**src/rtl/cached_fetcher.sv**
```systemverilog
// cached_fetcher: instruction fetch stage with a direct-mapped one-instruction-per-line cache
// in front of the program-memory valid/ready read channel.
module cached_fetcher #(
    parameter int PROGRAM_MEM_ADDR_BITS = 8,
    parameter int PROGRAM_MEM_DATA_BITS = 16,
    parameter int CACHE_LINES           = 16,
    parameter int COUNTER_BITS          = 16
) (
    input  logic                             clk,
    input  logic                             reset,
    input  logic [2:0]                       core_state,
    input  logic [PROGRAM_MEM_ADDR_BITS-1:0] current_pc,
    input  logic                             cache_invalidate,
    output logic                             mem_read_valid,
    output logic [PROGRAM_MEM_ADDR_BITS-1:0] mem_read_address,
    input  logic                             mem_read_ready,
    input  logic [PROGRAM_MEM_DATA_BITS-1:0] mem_read_data,
    output logic [2:0]                       fetcher_state,
    output logic [PROGRAM_MEM_DATA_BITS-1:0] instruction,
    output logic [COUNTER_BITS-1:0]          hit_count,
    output logic [COUNTER_BITS-1:0]          miss_count
);
    localparam int IDX_BITS = $clog2(CACHE_LINES);
    localparam int A = PROGRAM_MEM_ADDR_BITS;
    localparam logic [2:0] IDLE        = 3'b000;
    localparam logic [2:0] FETCHING    = 3'b001;
    localparam logic [2:0] FETCHED     = 3'b010;
    localparam logic [2:0] CORE_FETCH  = 3'b001;
    localparam logic [2:0] CORE_DECODE = 3'b010;

    logic [CACHE_LINES-1:0]           line_valid;
    logic [A-IDX_BITS-1:0]            line_tag  [CACHE_LINES];
    logic [PROGRAM_MEM_DATA_BITS-1:0] line_data [CACHE_LINES];
    logic [IDX_BITS-1:0]              pc_idx;
    logic [IDX_BITS-1:0]              fill_idx;
    logic                             hit;
    logic                             fill;

    assign pc_idx   = current_pc[IDX_BITS-1:0];
    assign fill_idx = mem_read_address[IDX_BITS-1:0];
    // An invalidate arriving with the lookup must not see the lines it is about to clear.
    assign hit  = line_valid[pc_idx] && !cache_invalidate &&
                  line_tag[pc_idx] == current_pc[A-1:IDX_BITS];
    assign fill = fetcher_state == FETCHING && mem_read_ready;

    always_ff @(posedge clk) begin
        if (!reset && fill) begin
            line_tag[fill_idx]  <= mem_read_address[A-1:IDX_BITS];
            line_data[fill_idx] <= mem_read_data;
        end
    end

    always_ff @(posedge clk) begin
        if (reset) begin
            fetcher_state    <= IDLE;
            mem_read_valid   <= 1'b0;
            mem_read_address <= '0;
            instruction      <= '0;
            hit_count        <= '0;
            miss_count       <= '0;
            line_valid       <= '0;
        end else begin
            if (cache_invalidate)
                line_valid <= '0;
            case (fetcher_state)
                IDLE: begin
                    if (core_state == CORE_FETCH) begin
                        if (hit) begin
                            instruction   <= line_data[pc_idx];
                            fetcher_state <= FETCHED;
                            if (~&hit_count)
                                hit_count <= hit_count + COUNTER_BITS'(1);
                        end else begin
                            mem_read_valid   <= 1'b1;
                            mem_read_address <= current_pc;
                            fetcher_state    <= FETCHING;
                            if (~&miss_count)
                                miss_count <= miss_count + COUNTER_BITS'(1);
                        end
                    end
                end
                FETCHING: begin
                    if (mem_read_ready) begin
                        instruction    <= mem_read_data;
                        mem_read_valid <= 1'b0;
                        fetcher_state  <= FETCHED;
                        if (!cache_invalidate)
                            line_valid[fill_idx] <= 1'b1;
                    end
                end
                FETCHED: begin
                    if (core_state == CORE_DECODE)
                        fetcher_state <= IDLE;
                end
                default: begin
                    fetcher_state  <= IDLE;
                    mem_read_valid <= 1'b0;
                end
            endcase
        end
    end
endmodule
```
**config.mk**
```make
export PLATFORM = sky130hd
export DESIGN_NAME = cached_fetcher
export DESIGN_NICKNAME = d
export VERILOG_FILES = /design/src/rtl/cached_fetcher.sv
export SDC_FILE = /design/constraint.sdc
export NUM_CORES = 1
export LEC_CHECK = 0
export CAP_MARGIN = 25
export CORE_UTILIZATION = 28
export DETAILED_ROUTE_END_ITERATION = 10
export GPL_ROUTABILITY_DRIVEN = 1
export PLACE_DENSITY = 0.43
export SETUP_SLACK_MARGIN = 0.02
export SLEW_MARGIN = 20
export SYNTH_ARGS = -nofsm -noshare
export SYNTH_HDL_FRONTEND = slang
export SYNTH_SLANG_ARGS = --single-unit
```
**constraint.sdc**
```tcl
create_clock -name clk -period 6.8 [get_ports clk]
set_input_delay 0.68 -clock clk [delete_from_list [all_inputs] [get_ports clk]]
set_output_delay 0.68 -clock clk [all_outputs]
set_load 0.05 [all_outputs]
```
==> run_results.csv, run 1 <==
group,metric,value,unit
outcome,status,"finished, final reports clean",
clocking,tritoncts,"done",
timing,finalCritPeriodShare,57.3,%
synth,syn-instance-count,884,
drt,detailedRoute.firstIterationViolations,471,
grt,number_of_antenna_violations_at_the_first_check_in_global_routing,2,
critical_path,worst-endpoint-arrival,4340,ps
timing,final.setup.tns,0,ps
drt,drc,0,
floorplan,effective_utilization_at_floorplan,28.4,%
timing,drv_slew,0,
critical_path,crit_path_frequent_cell,"or4b_1",
grt,overflow,0,
synth,seq_area_frac_synth,70.7,%
power_and_ir_drop,ir_drop,0.146,mV
floorplan,floorplan.io_pins,91,
drt,drt-vias-per-instance,4.74,
floorplan,die_width,239,um
timing,setup_violations,0,
clocking,cts.sink_count,395,
grt,first_global_vias,8465,
critical_path,reg2reg_depth,8,
synth,netlist_area,15700,um^2
hold_path,worstHoldEndpoint,"line_valid[4]",
floorplan,row_count,86,
final_layout,nNetsFinal,1023,
clocking,cts_hold_buffers,0,
critical_path,crit-reg2reg-launch,"line_tag[6][3]",
synth,synth-async-reset-ratio,0,%
critical_path,cp_slowest_stage_delay,930,ps
timing,whs,465,ps
synth,yosysMostFrequentCell,"edfxtp_1",
floorplan,die_height,239,um
synth,synth_largest_type_area_fraction,61.2,%
final_layout,n_fill_cell,5321,
hold_path,min_path_cells,2,
clocking,cts.htree.levels,2,
final_layout,final-instance-count-excl-fill,1774,
grt,total_routing_usage_gr,14.2,%
hold_path,min_path_type,"reg -> reg",
critical_path,startpoint,"current_pc[0]",
critical_path,critical_path.endpoint_type,"flop",
synth,synth.net_count,917,
timing,final_hold_viol_count,0,
timing,relSlewSlack,31.9,%
final_layout,final_area,19100,um^2
hold_path,hold_path_startpoint,"line_valid[4]",
grt,grt_first_pass_wirelength,58800,um
place,placed_cells_incl_taps,1692,
synth,syn_area_per_cell,17.8,um^2
synth,yosys_register_bits,395,
timing,clock-skew-final,18.0,ps
drt,firstDrtPassIters,5,
critical_path,cp_cell_sequence,"buf_6, mux4_2, or4b_1, nand2_1, or4b_1, o2111ai_2, o21ai_2, nor4_1, mux2_2",
timing,grt_setup_unrepaired,"no",
clocking,cts-root-to-sink-buffers,3,
clocking,clk-insertion-delay-late,560,ps
synth,commonest_register_cell_after_synthesis,"edfxtp_1",
power_and_ir_drop,p_leak,6.15,nW
timing,post-route-min-period,3900,ps
clocking,post_cts.resized_instances,0,
synth,synthDominantAreaCellType,"edfxtp_1",
power_and_ir_drop,cellPowerDensity,273,nW/um^2
clocking,cts-buffers-inserted,44,
critical_path,crit_type,"in -> reg",
final_layout,fin_util,34.5,%
final_layout,area_growth_syn_to_layout,21.3,%
synth,yosys-top-cells-count,"320 x edfxtp_1, 94 x mux4_2, 88 x nor2_1, 75 x dfxtp_1, 37 x mux2i_1",
critical_path,worst-path-max-fanout,54,
drt,avgRoutedWirePerCell,22.4,um
critical_path,rr_endpoint,"miss_count[9]",
clocking,root_buffer,"clkbuf_16",
drt,ant_nets,0,
timing,achievable-frequency,0.256,GHz
drt,detailroute.via_count,8412,
final_layout,layout-drive-gt1-share,21.6,%
place,numPortBuffers,89,
clocking,path_clk_slew,60,ps
run,timing.max_cap.violations,0,
timing,measured_slew_at_the_worst_slew_check_pin,1020,ps
synth,synth_area_leaders,"edfxtp_1 61%, mux4_2 13%, dfxtp_1 9.6%",
place,global_placement_routability_congestion,0.714,
clocking,post_cts_buffers,0,
critical_path,cpMaxStageDelayCell,"o21ai_2",
place,dp_hpwl,23000,um
critical_path,worstSetupStartpointType,"input pin",
synth,synth_cell_types,61,
synth,synth-edff-count,320,
synth,ys.warnings.count,0,
floorplan,die_ar,57000,um^2
floorplan,fp.coreArea,55300,um^2
critical_path,data_required_time_of_the_worst_path,7240,ps
place,detailed_place.area,17600,um^2
drt,routed_wirelength,39700,um
critical_path,rrSetupSlack,3380,ps
grt,grt_max_degree,68,
[power breakdown]
group	switching, mW	total (mW)	leakage (nW)	internal [mW]
clock network	0.960	2.33	0.682	1.37
logic	0.151	0.255	1.89	0.103
registers	0.0101	2.62	3.58	2.61
total	1.12	5.21	6.15	4.09
[placed cells by master (no fill, tap or decap), types with 4 or more instances in the layout]
master / instances
mux2i_1: 37
or4b_1: 4
o31ai_1: 7
nand2_1: 20
nor2b_1: 12
inv_1: 4
nand3_1: 13
a211oi_1: 17
nand3b_1: 4
xnor2_1: 5
clkdlybuf4s50_1: 84
clkbuf_1: 14
mux4_2: 94
and4_1: 4
clkbuf_16: 45
nor3_1: 7
nor2_1: 72
buf_4: 11
nor2_4: 13
dfxtp_1: 75
nand4_1: 9
clkinv_2: 7
and3_1: 7
buf_12: 5
nand2b_1: 5
a31oi_1: 5
mux2_2: 8
or4_1: 8
a21oi_1: 25
edfxtp_1: 320
nor2_2: 4
mux2_1: 9
[flip-flops by register name, indices dropped and copies added (netlist names)]
name and cells:
instruction 16, mem_read_address 8, hit_count 16, line_tag 64, fetcher_state 2, miss_count 16, line_data 256, mem_read_valid 1
line_valid 16
[final cells by class]
| cell class | count | area, um^2 | area share (%) |
|---|---|---|---|
| inverter | 5 | 18.8 | 0.0985 |
| tap | 748 | 936 | 4.91 |
| multi-input combinational | 437 | 4460 | 23.4 |
| antenna | 1 | 2.50 | 0.0131 |
| clock inverter | 19 | 194 | 1.02 |
| timing repair buffer | 107 | 1120 | 5.86 |
| clock buffer | 62 | 1220 | 6.40 |
| sequential | 395 | 11100 | 58.3 |
[kinds of logic (layout without fill, tap and decap cells)]
family / Yosys count / count (layout) / share of synthesized area (%)
compound gates: 79 / 79 / 3.50
xor+xnor: 9 / 9 / 0.597
fa+ha+maj: 2 / 2 / 0.159
buf+inv: 52 / 193 / 1.53
flops: 395 / 395 / 70.7
mux: 148 / 148 / 17.1
other cells: 1 / 2 / 0.0239
simple gates: 198 / 198 / 6.40
[how the worst max path moves through the flow]
stage | to | slack (ps) | depth (start not counted)
detailed placement | miss_count[9] | 2220 | 9
global route | miss_count[9] | 2600 | 9
floorplan | hit_count[8] | 3640 | 8
CTS | miss_count[9] | 2800 | 9
global placement | instruction[14] | 1960 | 10
finish | miss_count[9] | 2900 | 9
[through the flow]
step | power (mW) | setup slack [ps]
2_1_floorplan | 2.83 | 3640
3_3_place_gp | 2.94 | 1960
3_5_place_dp | 2.94 | 2220
4_1_cts | 5.29 | 2800
5_1_grt | 5.39 | 2600
6_report | 5.21 | 2900
[layer usage]
| layer | wire length (um) | global-route usage [%] |
|---|---|---|
| met1 | 18700 | 20.1 |
| met2 | 18700 | 22.4 |
| met3 | 1640 | 2.55 |
| met4 | 629 | 3.55 |
| met5 | 12 | 0 |
[worst max-delay path, delay by kind of cell]
kind	cells	cell delay, ps
buffers and inverters	1	550
AO/OA/AOI/OAI	2	1320
multiplexers	2	910
AND/OR/NAND/NOR	4	830
No activity file was read; power rests on OpenSTA's default activity.
==> run 2, diff against run 1 <==
Clock period 6.8 ns to 3.9 ns, I/O delays scaled along.
==> run 2 against run 1 <==
First-iteration DRC count rose by 7.9%. Sequential share of layout area fell by 0.19 points. Non-clock buffer count rose by 19. Largest cell class unchanged.
==> run_results.csv, run 2 (synthesis gave the netlist of run 1 again) <==
group,metric,value,unit
outcome,status,"finished, final reports clean",
clocking,post_cts.resized_instances,0,
critical_path,crit_type,"reg -> reg",
timing,achievable-frequency,0.338,GHz
grt,number_of_antenna_violations_at_the_first_check_in_global_routing,0,
clocking,path_clk_slew,60,ps
critical_path,reg2reg_depth,9,
final_layout,layout_top_registers,"line_data (256), line_tag (64)",
drt,drt-vias-per-instance,4.76,
final_layout,final-seq-area,11100,um^2
critical_path,worst-path-max-fanout,9,
timing,drv_slew,0,
run,timing.max_cap.violations,0,
clocking,clk-insertion-delay-late,590,ps
critical_path,worst-endpoint-arrival,3410,ps
final_layout,multi_input_area,4460,um^2
drt,drc,0,
grt,grt-busiest-layer,"met2",
clocking,cts-buffers-inserted,44,
final_layout,leading_cell_type_in_the_layout_fill_and_taps_excluded,"edfxtp_1",
final_layout,mostFrequentLayoutCells,"320 x edfxtp_1, 94 x mux4_2, 84 x clkdlybuf4s50_1",
place,global_placement_routability_congestion,0.727,
drt,detailroute.via_count,8534,
hold_path,min_path_type,"in -> reg",
grt,grt.met2_usage,22.9,%
clocking,post_cts_buffers,0,
grt,first_global_vias,8847,
grt,globalRouteMet1Util,21.1,%
final_layout,nNetsFinal,1042,
timing,finalCritPeriodShare,75.8,%
floorplan,die_ar,57000,um^2
clocking,cts.sink_count,395,
drt,firstDrtPassIters,5,
final_layout,registers.top_by_ff_count,"line_data",
final_layout,n_fill_cell,5317,
floorplan,row_count,86,
grt,total_routing_usage_gr,14.7,%
timing,post-route-min-period,2960,ps
drt,detailedRoute.firstIterationViolations,508,
final_layout,number_of_antenna_diodes,0,
timing,final.setup.tns,0,ps
critical_path,critical_path.endpoint_type,"flop",
critical_path,rr_endpoint,"hit_count[8]",
place,dp_hpwl,23500,um
drt,routed_wirelength,40800,um
power_and_ir_drop,p_leak,6.21,nW
timing,measured_slew_at_the_worst_slew_check_pin,831,ps
power_and_ir_drop,total_power,8.96,mW
power_and_ir_drop,cellPowerDensity,469,nW/um^2
floorplan,floorplan.io_pins,91,
drt,avgRoutedWirePerCell,22.8,um
grt,grt_first_pass_wirelength,60900,um
grt,gr-usage-met3,2.33,%
floorplan,fp.coreArea,55300,um^2
hold_path,hold_path_startpoint,"reset",
floorplan,effective_utilization_at_floorplan,28.4,%
clocking,cts_hold_buffers,0,
hold_path,min_path_cells,3,
floorplan,die_height,239,um
final_layout,area_growth_syn_to_layout,21.7,%
final_layout,layout-drive-gt1-share,21.9,%
critical_path,rrSetupSlack,940,ps
timing,relSlewSlack,44.6,%
grt,overflow,0,
timing,clock-skew-final,31.7,ps
critical_path,worstSetupStartpointType,"flop",
drt,ant_nets,0,
clocking,cts.htree.levels,2,
place,numPortBuffers,89,
clocking,root_buffer,"clkbuf_16",
timing,grt_setup_unrepaired,"no",
critical_path,crit-reg2reg-launch,"line_tag[6][3]",
floorplan,die_width,239,um
clocking,tritoncts,"done",
critical_path,startpoint,"line_tag[6][3]",
power_and_ir_drop,ir_drop,0.334,mV
timing,final_hold_viol_count,0,
timing,setup_violations,0,
grt,grt_max_degree,67,
hold_path,worstHoldEndpoint,"miss_count[3]",
clocking,cts-root-to-sink-buffers,3,
final_layout,largest_reg_flops,256,
critical_path,data_required_time_of_the_worst_path,4350,ps
==> run 2: cell count changes in the layout (fill, tap and decap cells not counted), moves of 2 or more <==
cell,before,now
buf_4,11,30
buf_12,5,8
clkinv_2,7,4
clkbuf_8,3,0
buf_16,2,0
clkinvlp_4,3,0
clkinv_1,3,14
==> run 2: final cells by class <==
class	instances	area share (%)
clock buffers	58	6.03
clock inverters	22	0.982
inverters	5	0.0982
multi-input cells	437	23.3
flip-flops and latches	395	58.1
well taps	748	4.90
repair buffers	126	6.55
==> run 2: power by group <==
group	internal (mW)	total (mW)	switching (mW)	leakage, nW
clock network	2.23	3.94	1.71	0.649
logic	0.187	0.446	0.260	1.98
registers	4.56	4.58	0.0180	3.58
total	6.97	8.96	1.99	6.21
==> run 2: layer usage <==
metal  routed length (um)  up-vias
met5                    0        -
met4                  765        0
met3                 1820       59
met2                18900      184
met1                19300     4467
li1                     -     3824
==> run 2: metrics by stage <==
stage | utilization [%] | hold slack [ps] | cells | instance area [um^2] | setup WS, ps
finish | 34.6 | 396 | 1791 | 19100 | 942
global route | 34.6 | 397 | 1791 | 19100 | 754
global placement | 32.1 | 446 | 1711 | 17800 | 571
floorplan | - | 431 | 884 | 15700 | 835
detailed placement | 32.1 | 456 | 1711 | 17800 | 544
CTS | 34.6 | 355 | 1791 | 19100 | 898
==> run 2: worst max-delay path by stage <==
| stage | to | slack [ps] | depth (start not counted) |
|---|---|---|---|
| floorplan | line_data[0][0] | 830 | 5 |
| global placement | hit_count[8] | 570 | 10 |
| detailed placement | hit_count[8] | 540 | 10 |
| CTS | hit_count[8] | 900 | 9 |
| global route | instruction[1] | 750 | 10 |
| finish | hit_count[8] | 940 | 9 |
==> run 2: critical path, stage by stage, from the launching register on <==
cell       delay (ps)
edfxtp_1          360
mux4_2            490
or4b_1            470
nand2_1            80
or4b_1            130
o2111ai_2         200
buf_4             250
nor3_2            340
and3_1            210
mux2_1            310
